`config.mk`:
```
export PLATFORM = sky130hd
export DESIGN_NAME = uart_rx
export DESIGN_NICKNAME = d
export VERILOG_FILES = /design/src/rtl/uart_pkg.sv /design/src/rtl/uart_rx_sampler.sv /design/src/rtl/uart_rx.sv
export SDC_FILE = /design/constraint.sdc
export NUM_CORES = 1
export LEC_CHECK = 0
export ABC_AREA = 0
export CORE_MARGIN = 2
export CORE_UTILIZATION = 60
export DETAILED_ROUTE_END_ITERATION = 16
export GPL_TIMING_DRIVEN = 0
export MAX_ROUTING_LAYER = met4
export PLACE_DENSITY_LB_ADDON = 0.05
export SYNTH_ARGS = -nofsm -noshare
export SYNTH_HDL_FRONTEND = slang
export SYNTH_HIERARCHICAL = 1
export SYNTH_SLANG_ARGS = --single-unit
```
`constraint.sdc`:
```
create_clock -name CLK -period 4.1 [get_ports CLK]
set_clock_uncertainty 0.15 [all_clocks]
set_input_delay 0.615 -clock CLK [delete_from_list [all_inputs] [get_ports CLK]]
set_output_delay 0.615 -clock CLK [all_outputs]
set_load 0.005 [all_outputs]
```
`src/rtl/uart_pkg.sv`:
```
// uart_pkg: shared UART definitions.
//   - RX FSM state encodings and the enum built from them
//   - parity-type constants (shared with the TX path)
//   - the legal oversampling ratios
package uart_pkg;

  localparam logic [2:0] RX_IDLE_ENC   = 3'd0;
  localparam logic [2:0] RX_START_ENC  = 3'd1;
  localparam logic [2:0] RX_DATA_ENC   = 3'd2;
  localparam logic [2:0] RX_PARITY_ENC = 3'd3;
  localparam logic [2:0] RX_STOP_ENC   = 3'd4;
  localparam logic [2:0] RX_DONE_ENC   = 3'd5;

  typedef enum logic [2:0] {
    ST_IDLE   = RX_IDLE_ENC,
    ST_START  = RX_START_ENC,
    ST_DATA   = RX_DATA_ENC,
    ST_PARITY = RX_PARITY_ENC,
    ST_STOP   = RX_STOP_ENC,
    ST_DONE   = RX_DONE_ENC
  } rx_state_e;

  localparam logic PAR_EVEN = 1'b0;
  localparam logic PAR_ODD  = 1'b1;

  localparam int unsigned PRESCALE_8  = 8;
  localparam int unsigned PRESCALE_16 = 16;
  localparam int unsigned PRESCALE_32 = 32;

endpackage

```
`src/rtl/uart_rx_sampler.sv`:
```
// uart_rx_sampler: three-point mid-bit capture with 2-of-3 majority vote.
//   CLK         oversampling clock
//   RST         synchronous active-high reset
//   rx_s        synchronised serial line
//   edge_cnt    position inside the current bit (0..P-1)
//   half_p      P/2 for the latched prescale
//   sampled_bit majority of the samples at P/2-1, P/2, P/2+1;
//               stable from edge_cnt = P/2+2 to the end of the bit
module uart_rx_sampler #(
  parameter int PRESCALE_W = 6
) (
  input  logic                  CLK,
  input  logic                  RST,
  input  logic                  rx_s,
  input  logic [PRESCALE_W-1:0] edge_cnt,
  input  logic [PRESCALE_W-1:0] half_p,
  output logic                  sampled_bit
);

  logic [2:0] taps;

  // Tap gi captures at edge_cnt = half_p + gi - 1.
  for (genvar gi = 0; gi < 3; gi++) begin : g_tap
    logic [PRESCALE_W-1:0] tap_pos;
    logic                  tap_q;

    assign tap_pos = half_p + PRESCALE_W'(gi) - PRESCALE_W'(1);

    always_ff @(posedge CLK) begin
      if (RST) begin
        tap_q <= 1'b1;
      end else if (edge_cnt == tap_pos) begin
        tap_q <= rx_s;
      end
    end

    assign taps[gi] = tap_q;
  end

  assign sampled_bit = (taps[0] & taps[1]) | (taps[0] & taps[2]) | (taps[1] & taps[2]);

endmodule

```
`src/rtl/uart_rx.sv`:
```
// uart_rx: UART receiver on a PRESCALE x baud oversampling clock.
//   CLK, RST          clock, synchronous active-high reset
//   RX_IN             serial line (idle high, asynchronous)
//   PRESCALE          oversampling ratio (8/16/32, anything else -> 8)
//   PAR_EN, PAR_TYP   parity present / 0 even, 1 odd
//   P_DATA            last good received word
//   DATA_VALID        one-cycle pulse, P_DATA holds a new word
//   PAR_ERR, STP_ERR  one-cycle error pulses (may coincide)
module uart_rx
  import uart_pkg::*;
#(
  parameter int DATA_WIDTH = 8,
  parameter int PRESCALE_W = 6
) (
  input  logic                  CLK,
  input  logic                  RST,
  input  logic                  RX_IN,
  input  logic [PRESCALE_W-1:0] PRESCALE,
  input  logic                  PAR_EN,
  input  logic                  PAR_TYP,
  output logic [DATA_WIDTH-1:0] P_DATA,
  output logic                  DATA_VALID,
  output logic                  PAR_ERR,
  output logic                  STP_ERR
);

  localparam int BIT_CNT_W = $clog2(DATA_WIDTH + 3);

  logic                  sync1_q, sync2_q, rx_s;
  rx_state_e             state_q, state_d;
  logic [PRESCALE_W-1:0] edge_cnt_q, edge_cnt_d;
  logic [BIT_CNT_W-1:0]  bit_cnt_q, bit_cnt_d;
  logic [DATA_WIDTH-1:0] shift_q, shift_d;
  logic [DATA_WIDTH-1:0] p_data_q, p_data_d;
  logic [PRESCALE_W-1:0] p_q, p_d;
  logic                  par_en_q, par_en_d;
  logic                  par_typ_q, par_typ_d;
  logic                  par_bad_q, par_bad_d;
  logic                  stp_bad_q, stp_bad_d;

  logic [PRESCALE_W-1:0] prescale_legal;
  logic [PRESCALE_W-1:0] half_p;
  logic                  bit_end;
  logic                  sampled_bit;
  logic                  exp_parity;
  logic                  start_frame;

  always_ff @(posedge CLK) begin
    if (RST) begin
      sync1_q <= 1'b1;
      sync2_q <= 1'b1;
    end else begin
      sync1_q <= RX_IN;
      sync2_q <= sync1_q;
    end
  end
  assign rx_s = sync2_q;

  always_comb begin
    prescale_legal = PRESCALE_W'(PRESCALE_8);
    if (PRESCALE == PRESCALE_W'(PRESCALE_16) || PRESCALE == PRESCALE_W'(PRESCALE_32)) begin
      prescale_legal = PRESCALE;
    end
  end

  assign half_p     = p_q >> 1;
  assign bit_end    = (edge_cnt_q == p_q - PRESCALE_W'(1));
  assign exp_parity = (par_typ_q == PAR_ODD) ? ~^shift_q : ^shift_q;

  uart_rx_sampler #(.PRESCALE_W(PRESCALE_W)) u_sampler (
    .CLK        (CLK),
    .RST        (RST),
    .rx_s       (rx_s),
    .edge_cnt   (edge_cnt_q),
    .half_p     (half_p),
    .sampled_bit(sampled_bit)
  );

  always_comb begin
    state_d     = state_q;
    edge_cnt_d  = edge_cnt_q;
    bit_cnt_d   = bit_cnt_q;
    shift_d     = shift_q;
    p_data_d    = p_data_q;
    p_d         = p_q;
    par_en_d    = par_en_q;
    par_typ_d   = par_typ_q;
    par_bad_d   = par_bad_q;
    stp_bad_d   = stp_bad_q;
    start_frame = 1'b0;

    if (state_q inside {ST_START, ST_DATA, ST_PARITY, ST_STOP}) begin
      edge_cnt_d = bit_end ? '0 : edge_cnt_q + PRESCALE_W'(1);
      if (bit_end) bit_cnt_d = bit_cnt_q + BIT_CNT_W'(1);
    end

    unique case (state_q)
      ST_IDLE: start_frame = !rx_s;
      ST_START: begin
        if (bit_end) begin
          // A start bit that is high at mid-bit was a glitch.
          if (sampled_bit) begin
            state_d = ST_IDLE;
          end else begin
            state_d   = ST_DATA;
            bit_cnt_d = '0;
          end
        end
      end
      ST_DATA: begin
        if (bit_end) begin
          shift_d = {sampled_bit, shift_q[DATA_WIDTH-1:1]};
          if (bit_cnt_q == BIT_CNT_W'(DATA_WIDTH - 1)) begin
            state_d = par_en_q ? ST_PARITY : ST_STOP;
          end
        end
      end
      ST_PARITY: begin
        if (bit_end) begin
          par_bad_d = (sampled_bit != exp_parity);
          state_d   = ST_STOP;
        end
      end
      ST_STOP: begin
        if (bit_end) begin
          stp_bad_d = !sampled_bit;
          // Load the word on the way into DONE so it is already on P_DATA
          // during the DATA_VALID cycle.
          if (!par_bad_q && sampled_bit) p_data_d = shift_q;
          state_d = ST_DONE;
        end
      end
      ST_DONE: begin
        if (!rx_s) start_frame = 1'b1;
        else       state_d     = ST_IDLE;
      end
      default: state_d = ST_IDLE;
    endcase

    // Configuration is frozen for the whole frame from here on.
    if (start_frame) begin
      state_d    = ST_START;
      edge_cnt_d = '0;
      p_d        = prescale_legal;
      par_en_d   = PAR_EN;
      par_typ_d  = PAR_TYP;
      par_bad_d  = 1'b0;
      stp_bad_d  = 1'b0;
    end
  end

  always_ff @(posedge CLK) begin
    if (RST) begin
      state_q    <= ST_IDLE;
      edge_cnt_q <= '0;
      bit_cnt_q  <= '0;
      shift_q    <= '0;
      p_data_q   <= '0;
      p_q        <= PRESCALE_W'(PRESCALE_8);
      par_en_q   <= 1'b0;
      par_typ_q  <= PAR_EVEN;
      par_bad_q  <= 1'b0;
      stp_bad_q  <= 1'b0;
    end else begin
      state_q    <= state_d;
      edge_cnt_q <= edge_cnt_d;
      bit_cnt_q  <= bit_cnt_d;
      shift_q    <= shift_d;
      p_data_q   <= p_data_d;
      p_q        <= p_d;
      par_en_q   <= par_en_d;
      par_typ_q  <= par_typ_d;
      par_bad_q  <= par_bad_d;
      stp_bad_q  <= stp_bad_d;
    end
  end

  assign P_DATA     = p_data_q;
  assign DATA_VALID = (state_q == ST_DONE) && !par_bad_q && !stp_bad_q;
  assign PAR_ERR    = (state_q == ST_DONE) && par_bad_q;
  assign STP_ERR    = (state_q == ST_DONE) && stp_bad_q;

endmodule

```
======== Yosys cells after proc, flatten, opt, wreduce, memory -nomap -nowiden ========
Cells that the tools add are included.
W data, S select, Z words.
operators by class
  add/sub/neg operators ................... 8
  equality and inequality tests ........... 26
  muxes and demuxes ....................... 20
  bitwise logic cells ..................... 6
  reduce and logical (&&, ||, !) cells .... 21
operator list
  kind                   number
  $eq A6 B6 Y1           4
  $mux W3                7
  $mux W4                5
  $pmux W3 S6            1
  $sub A6 B1 Y6 const B  3
  $ne A3 B3 Y1 const B   5
  $reduce_and A7 Y1      2
  $mux W6                2
  $ne A2 B2 Y1 const B   6
  $reduce_xnor A8 Y1     1
  $reduce_xor A8 Y1      1
  $add A5 B1 Y6 const B  1
  $add A5 B2 Y6 const B  1
  $add A6 B1 Y6 const B  1
  $eq A3 B2 Y1 const B   2
  $eq A3 B3 Y1 const B   2
  $eq A6 B5 Y1 const B   1
  $eq A6 B6 Y1 const B   1
  $reduce_and A2 Y1      3
  $sub A5 B1 Y6 const B  1
  $logic_and A1 B1 Y1    5
  $add A4 B1 Y4 const B  1
  $eq A4 B3 Y1 const B   1
  $logic_not A1 Y1       4
  other kinds (15)       20
word-level totals
  flip-flop bits (word level) ............. 44
  output and inout port bits .............. 11

======== Depth between registers and ports, before layout ========
Gate-level depths: netlist of the first run.
  word-level depth ........................ 7
  mapped depth ............................ 9

======== Hierarchy ========
Netlist of the first run, hierarchy kept.
by module, submodules not included
  module           instances  cells an instance  area each (um^2)  seq. area each (um^2)
  uart_rx          1          260                2163.3            820.8
  uart_rx_sampler  1          60                 515.5             60.1

======== Worst setup path after synthesis of the first run ========
No wires, ideal clock.
  path kind ............................... register to register
  start ................................... register p_q[1]
  end ..................................... register stp_bad_q
  setup time .............................. 70 ps
  arrival ................................. 1944 ps
  required time ........................... 3880 ps
  path slack .............................. 1936 ps
  cell stages (with the launch flop) ...... 9
  buffers on the path ..................... 1
  period minus slack after synthesis ...... 2164 ps
  cells stage by stage .................... dfxtp_1 > inv_1 > ha_1 > nand2b_1 > o211a_1 > o31a_1 > buf_6 > or4_1 > a21oi_1
on the way
  cells in the longest elaborated chain, start to end .. 3
RTL lines
  item                                line            source
  start, declared                     uart_rx.sv:35   logic [PRESCALE_W-1:0] p_q, p_d;
  start signal, assigned              uart_rx.sv:159  p_q <= PRESCALE_W'(PRESCALE_8);
  start signal, assigned              uart_rx.sv:170  p_q <= p_d;
  $sub A6 B1 Y6                       uart_rx.sv:67   assign bit_end = (edge_cnt_q == p_q - PRESCALE_W'(1));
  $eq A6 B6 Y1                        uart_rx.sv:67
  $reduce_and A2 Y1 (no source line)  n/a
  end signal, assigned                uart_rx.sv:174  stp_bad_q <= stp_bad_d;
  end, declared                       uart_rx.sv:39   logic stp_bad_q, stp_bad_d;
No other way between the ends.
A chain may end at the register's enable or synchronous reset.

======== Final worst setup path of the first run ========
  start ................................... register p_q[1]
  end ..................................... register p_data_q[4] (netlist: P_DATA[4])
on the way
  cells in the longest elaborated chain, start to end .. 3
RTL lines
  item                                line            source
  $sub A6 B1 Y6                       uart_rx.sv:67
  $eq A6 B6 Y1                        uart_rx.sv:67
  $reduce_and A3 Y1 (no source line)  n/a
  end signal, assigned                uart_rx.sv:169  p_data_q <= p_data_d;
  end, declared                       uart_rx.sv:34   logic [DATA_WIDTH-1:0] p_data_q, p_data_d;
No other way between the ends.

==> results of run 1 <==
-- kinds of logic after synthesis --
| kind of cell | synth area share (%) |
|---|---|
| other cells | 0.140 |
| fa+ha+maj | 2.71 |
| xor+xnor | 11.2 |
| compound gates | 23.3 |
| mux | 1.49 |
| flops | 32.9 |
| simple gates | 22.3 |
| buf+inv | 6.03 |
-- cell type report --
type	instances	area share [%]
buffer	21	4.05
clock buffer	6	2.37
clock inverter	2	1.14
inverter	10	1.23
multi-input combinational	245	53.5
sequential	44	28.8
tap	52	2.13
timing repair buffer	21	6.87
-- worst max-delay path, stage by stage, from the launching register on --
cell,delay (ns)
dfxtp_1,0.42
inv_1,0.09
ha_1,0.24
nand2b_1,0.18
o211a_1,0.16
o31ai_2,0.55
clkbuf_1,0.47
nand3_1,0.17
a21oi_1,0.16
-- power by group through the flow --
| stage | combinational, mW | sequential (mW) | clock (mW) |
|---|---|---|---|
| after floorplan | 0.0278 | 0.442 | 0 |
| after global placement | 0.0456 | 0.443 | 0 |
| after detailed placement | 0.0465 | 0.444 | 0 |
| after CTS | 0.0466 | 0.433 | 0.336 |
| after global routing | 0.0520 | 0.434 | 0.348 |
| final | 0.0471 | 0.434 | 0.334 |
-- registers in the layout (all words and copies together) (netlist names) --
| signal | count |
|---|---|
| p_q | 6 |
| rx_s | 1 |
| shift_q | 8 |
| par_en_q | 1 |
| edge_cnt_q | 6 |
| sync1_q | 1 |
| stp_bad_q | 1 |
| par_bad_q | 1 |
| state_q | 3 |
| bit_cnt_q | 4 |
| u_sampler/g_tap.tap_q | 3 |
| par_typ_q | 1 |
| P_DATA | 8 |
-- stage by stage --
stage | power [mW] | cells | hold slack, ns | util [%]
5_1_grt | 0.834 | 401 | 0.283 | 70.8
3_3_place_gp | 0.489 | 393 | 0.242 | 68.3
2_1_floorplan | 0.470 | 320 | 0.239 | -
4_1_cts | 0.817 | 401 | 0.272 | 70.8
3_5_place_dp | 0.490 | 393 | 0.252 | 68.3
6_report | 0.815 | 401 | 0.270 | 70.8
-- worst max-delay path by stage --
stage | start | to | slack, ns | depth (start not counted)
floorplan | p_q[1] | stp_bad_q | 1.94 | 8
global placement | p_q[1] | P_DATA[5] | 1.58 | 8
detailed placement | p_q[1] | P_DATA[4] | 1.52 | 8
CTS | p_q[1] | P_DATA[4] | 1.52 | 8
global route | p_q[1] | P_DATA[4] | 1.24 | 8
finish | p_q[1] | P_DATA[4] | 1.46 | 8
-- layer usage --
layer / track usage, % / up-vias / wire length (um)
li1: - / 1228 / -
met1: 34.5 / 1166 / 2790
met2: 46.3 / 69 / 3190
met3: 5.56 / 15 / 373
met4: 7.97 / 0 / 102
met5: - / - / 0
-- cells in the final DEF, fill, tap and decap left out, drive strengths merged, types with 2 or more instances in the layout --
cell type	Yosys	layout
nand4	12	12
nand2b	4	4
xor2	12	12
and3	5	5
o2111a	2	2
nor4	6	6
a221oi	2	2
or2	3	3
inv	10	10
xnor2	17	17
o21ai	19	19
o22ai	2	2
clkdlybuf4s50	0	21
o31ai	8	8
o2111ai	3	3
a21o	2	2
nor3b	2	2
nor2	19	19
a32oi	2	2
buf	13	13
nor3	9	9
a211oi	4	4
ha	5	5
or4	2	2
nand2	14	14
mux2i	4	4
o211a	2	2
nand3b	3	3
or3	2	2
o211ai	2	2
dfxtp	44	44
nor2b	5	5
and2	2	2
clkbuf	8	14
a21oi	33	33
nand3	18	18
a41oi	4	4
==> summary.md, run 1 <==
| Metric | Value |
|---|---|
| Outcome | finished clean |
| Setup bufs post-CTS | 0 |
| 1st-iter DRT viols | 219 |
| Chip Height | 70.8 um |
| Sw Share | 22.5% |
| Chip width | a little over 70 um |
| Critical path class | reg2reg |
| Vias in the first global route | around 2.4k |
| Sequential Area | between 800 and 900 um^2 |
| Leak Pwr | 1.14 nW |
| Design Area, Final | 3060 um^2 |
| Crit path max fanout | 10 |
| PnR worst setup slack | 1.46 ns |
| Antenna-violating nets left | 0 |
| Worst r2r dst | P_DATA[4] |
| Avg Cell Area, Syn | 8.37 um^2 |
| Gate Count Post-Synth | 320 |
| Synth cell count leaders | 44 x dfxtp_1, 33 x a21oi_1, 19 x nor2_1, 19 x o21ai_0, 18 x nand3_1 |
| Logic pwr share | ~5.8% |
| Clock Latency Late Sink | ~0.30 ns |
| CTS root buffer | clkbuf_8 |
| Clk network pwr share | 41.0% |
| First-pass GRT wire length | roughly 11 mm |
| Multi-input gate area | about 1600 um^2 |
| Cell variety after synth | 60 |
| Layout Nets | approximately 360 |
| Number of flops mapped to enable cells by yosys | 0 |
| Worst Hold End | rx_s |
| Synthesis-to-layout area growth | 14.3% |
| Critical Path RT | 4.18 ns |
| # Max-Cap Violations | 0 |
| Row count | 24 |
| Final period util | 64.4% |
| Pins Over Slew Limit | 0 |
| Fin Setup TNS | 0 ns |
| Residual DRC | 0 |
| RSZ-0062 raised after global routing | no |
| Register bit count reported by yosys | 44 |
| Cell internal pwr | between 0.6 and 0.7 mW |
| Die area | about 5000 um^2 |
| Inserted Diodes | 0 |
| Yosys warns | 6 |
| Setup crit start kind | register |
| DR vias/cell | 6.18 |
| Worst Max-Slew Pin Slew | 1.01 ns |
| Port-buffer cells | 21 |
| Seq/Total Area, Yosys | 32.9% |
| Share of layout cells above drive strength 1 | under 10% |
| Peak VDD IR | about 230 uV |
| NetSw | 0.183 mW |
| Layout fillers | 371 |
| Synth top area share | approximately a third |
| Core area | 4320 um^2 |
| Final Hold Viols | 0 |
| Min cycle time layout | 2.64 ns |
| Fmax | 379 MHz |
| Critical path arrival | between 2 and 3 ns |
| WL/cell | 16.1 um |
| GR Overflow Total | 0 |
| CTS tree | built |
| R2R cell count | 8 |
| Top_reg_cell synth | dfxtp_1 |
| Vias | approximately 2.5k |
| Hold path startpoint | sync1_q |
| Total Wirelength | 6.45 mm |
| Synth area leaders | dfxtp_1 33%, a21oi_1 6.2%, xnor2_1 5.2%, o21ai_0 3.5%, nand3_1 3.4% |
| Initial Util | about three fifths |
| Dpl ws | 1.52 ns |
| Post-DP Area | approximately 3000 um^2 |
| H-tree depth | 2 |
| Most frequent cell after synthesis | dfxtp_1 |
| Io pins | 22 |
| Max clock buf depth | 2 |
| CTS buffer count | 5 |
| Hold_buf cts | 0 |
| R2r setup slk | between 1 and 1.5 ns |
| Hold path cells | 1 |
| R2R Path Start | p_q[1] |
| Post-synth top area cell | dfxtp_1 |
| DP HPWL | 4.64 mm |
| Initial antenna violation count | 0 |
| Synth async-reset ratio | 0% |
| Pin count of the biggest net entering global routing | 14 |
| # setup viols final | 0 |
| CP endpoint kind | register |
| PwrDens | 266 nW/um^2 |
| Mapped Nets | 336 |
| Relative slew slack | 32.1% |
| Clk sinks | 44 |
| Drt pass-1 iters | 4 |
| CTS clk-pin slew, worst paths | 0.09 ns |
| Worst min path class | reg2reg |
| Seq pwr share | 53.2% |
| Post-cts gate resize count | 0 |
| Cell Area, Synth | about 2700 um^2 |
| Routability cong. | 0.905 |
| Total track usage | 27.9% |
Power figures use the tool's default switching activity.
==> inputs of run 2 (changes only) <==
CORE_UTILIZATION = 52   (was 60)
clock period = 2.3 ns   (was 4.1 ns; I/O delays follow)
==> summary.md, run 2 (same netlist as run 1, synthesis figures left out) <==
| Metric | Value |
|---|---|
| Final Hold Viols | 0 |
| Pin count of the biggest net entering global routing | 15 |
| Clk sinks | 44 |
| Residual DRC | 0 |
| Met2 routed WL | approximately 3.4 mm |
| CTS root buffer | clkbuf_8 |
| Seq pwr share | 51.6% |
| Total track usage | 25.6% |
| Max Used Layer | met4 |
| Clock Latency Late Sink | between 0.3 and 0.4 ns |
| Cell internal pwr | roughly 1.2 mW |
| Drt pass-1 iters | 6 |
| Hold path cells | 1 |
| 1st-iter DRT viols | 126 |
| Most common cell after layout, fill and taps aside | dfxtp_1 |
| Initial Util | between 50% and 60% |
| Setup crit start kind | register |
| Critical path class | reg2reg |
| R2R cell count | 8 |
| WL met3 | 255 um |
| Layout Nets | 364 |
| DR vias/cell | 6.00 |
| Chip Height | 75.8 um |
| Hold_buf cts | 0 |
| DP HPWL | between 4 and 5 mm |
| WL/cell | 16.2 um |
| Most frequent cells in the layout | 39 x dfxtp_1, 30 x a21oi_1, 21 x clkdlybuf4s50_1, 19 x o21ai_0 |
| CTS tree | built |
| Met1 wire length | a little over 3 mm |
| First-pass GRT wire length | 10.8 mm |
| Dpl ws | -0.343 ns |
| Critical path arrival | 2.31 ns |
| Final period util | 96.4% |
| Share of layout cells above drive strength 1 | 16.0% |
| Worst min path class | reg2reg |
| Antenna-violating nets left | 0 |
| # setup viols final | 0 |
| Port-buffer cells | 21 |
| Io pins | 22 |
| Inserted Diodes | 0 |
| Min cycle time layout | around 2.2 ns |
| Outcome | finished clean |
| Post-DP Area | 2980 um^2 |
| Core area | just over 5000 um^2 |
| PnR worst setup slack | 0.0819 ns |
| PwrDens | 467 nW/um^2 |
| Crit path max fanout | 10 |
| Logic pwr share | approximately 5.7% |
| Synthesis-to-layout area growth | 19.4% |
| Pins Over Slew Limit | 0 |
| Peak VDD IR | 360 uV |
| Setup bufs post-CTS | 0 |
| CTS clk-pin slew, worst paths | 0.09 ns |
| Total Wirelength | 6.78 mm |
| Max clock buf depth | 2 |
| Worst Max-Slew Pin Slew | roughly 0.63 ns |
| Chip width | 75.8 um |
| Vias | 2516 |
| Relative slew slack | a little under three fifths |
| Routability cong. | 0.837 |
| H-tree depth | 2 |
| Fmax | around 450 MHz |
| CTS buffer count | 5 |
| Critical Path RT | roughly 2.4 ns |
| # Max-Cap Violations | 0 |
| Vias in the first global route | ~2.3k |
| Sw Share | 22.6% |
| GR Overflow Total | 0 |
| Row count | 26 |
| CP endpoint kind | register |
| Initial antenna violation count | 0 |
| Design Area, Final | ~3200 um^2 |
| R2r setup slk | 0.08 ns |
| Leak Pwr | around 1.2 nW |
| NetSw | 0.337 mW |
| Clk network pwr share | 42.6% |
| Die area | about 5700 um^2 |
[run 2: power by group through the flow]
| stage | Combinational (mW) | Sequential [mW] | Clock (mW) |
|---|---|---|---|
| finish | 0.0858 | 0.772 | 0.637 |
| global route | 0.0935 | 0.772 | 0.683 |
| CTS | 0.0843 | 0.773 | 0.648 |
| detailed placement | 0.0832 | 0.791 | 0 |
| global placement | 0.0819 | 0.791 | 0 |
| floorplan | 0.0496 | 0.789 | 0 |
[run 2: worst max-delay path, cell delays in order, from the launching register on]
cell	delay, ns
dfxtp_4	0.39
inv_2	0.06
ha_4	0.16
nand2b_4	0.14
o211a_1	0.16
o31a_1	0.32
buf_6	0.15
or4_4	0.51
a21oi_2	0.12
[run 2: metrics by stage]
step	total power, mW	util [%]	hold slack [ns]	std cells	setup TNS (ns)
2_1_floorplan	0.838	-	0.239	320	0
6_report	1.49	63.4	0.273	419	0
3_5_place_dp	0.874	59.0	0.251	411	-5.37
4_1_cts	1.50	61.9	0.271	419	-0.0250
5_1_grt	1.55	63.4	0.277	419	-0.00900
3_3_place_gp	0.873	59.0	0.245	411	-3.35
[run 2: worst paths after layout]
kind,start,to
hold reg to reg,sync1_q,rx_s
hold / removal,sync1_q,rx_s
setup reg to reg,p_q[1],stp_bad_q
setup / recovery,p_q[1],stp_bad_q
[run 2: layout make-up]
class,count,area (um^2)
flip-flops and latches,44,890
plain buffers,21,129
inverters,10,37.5
fillers,463,1840
repair buffers,21,210
clock buffers,6,82.6
multi-input cells,245,1720
well taps,70,87.6
clock inverters,2,38.8
[run 2: per-layer routing]
layer / up-vias / global-route usage, %
li1: 1235 / -
met1: 1204 / 30.6
met2: 63 / 43.6
met3: 14 / 4.63
met4: 0 / 7.60
met5: - / -
[run 2: timing repair]
action	CTS	global route
pin swaps	0	4
setup endpoints to repair	28	28
resized for setup	8	21
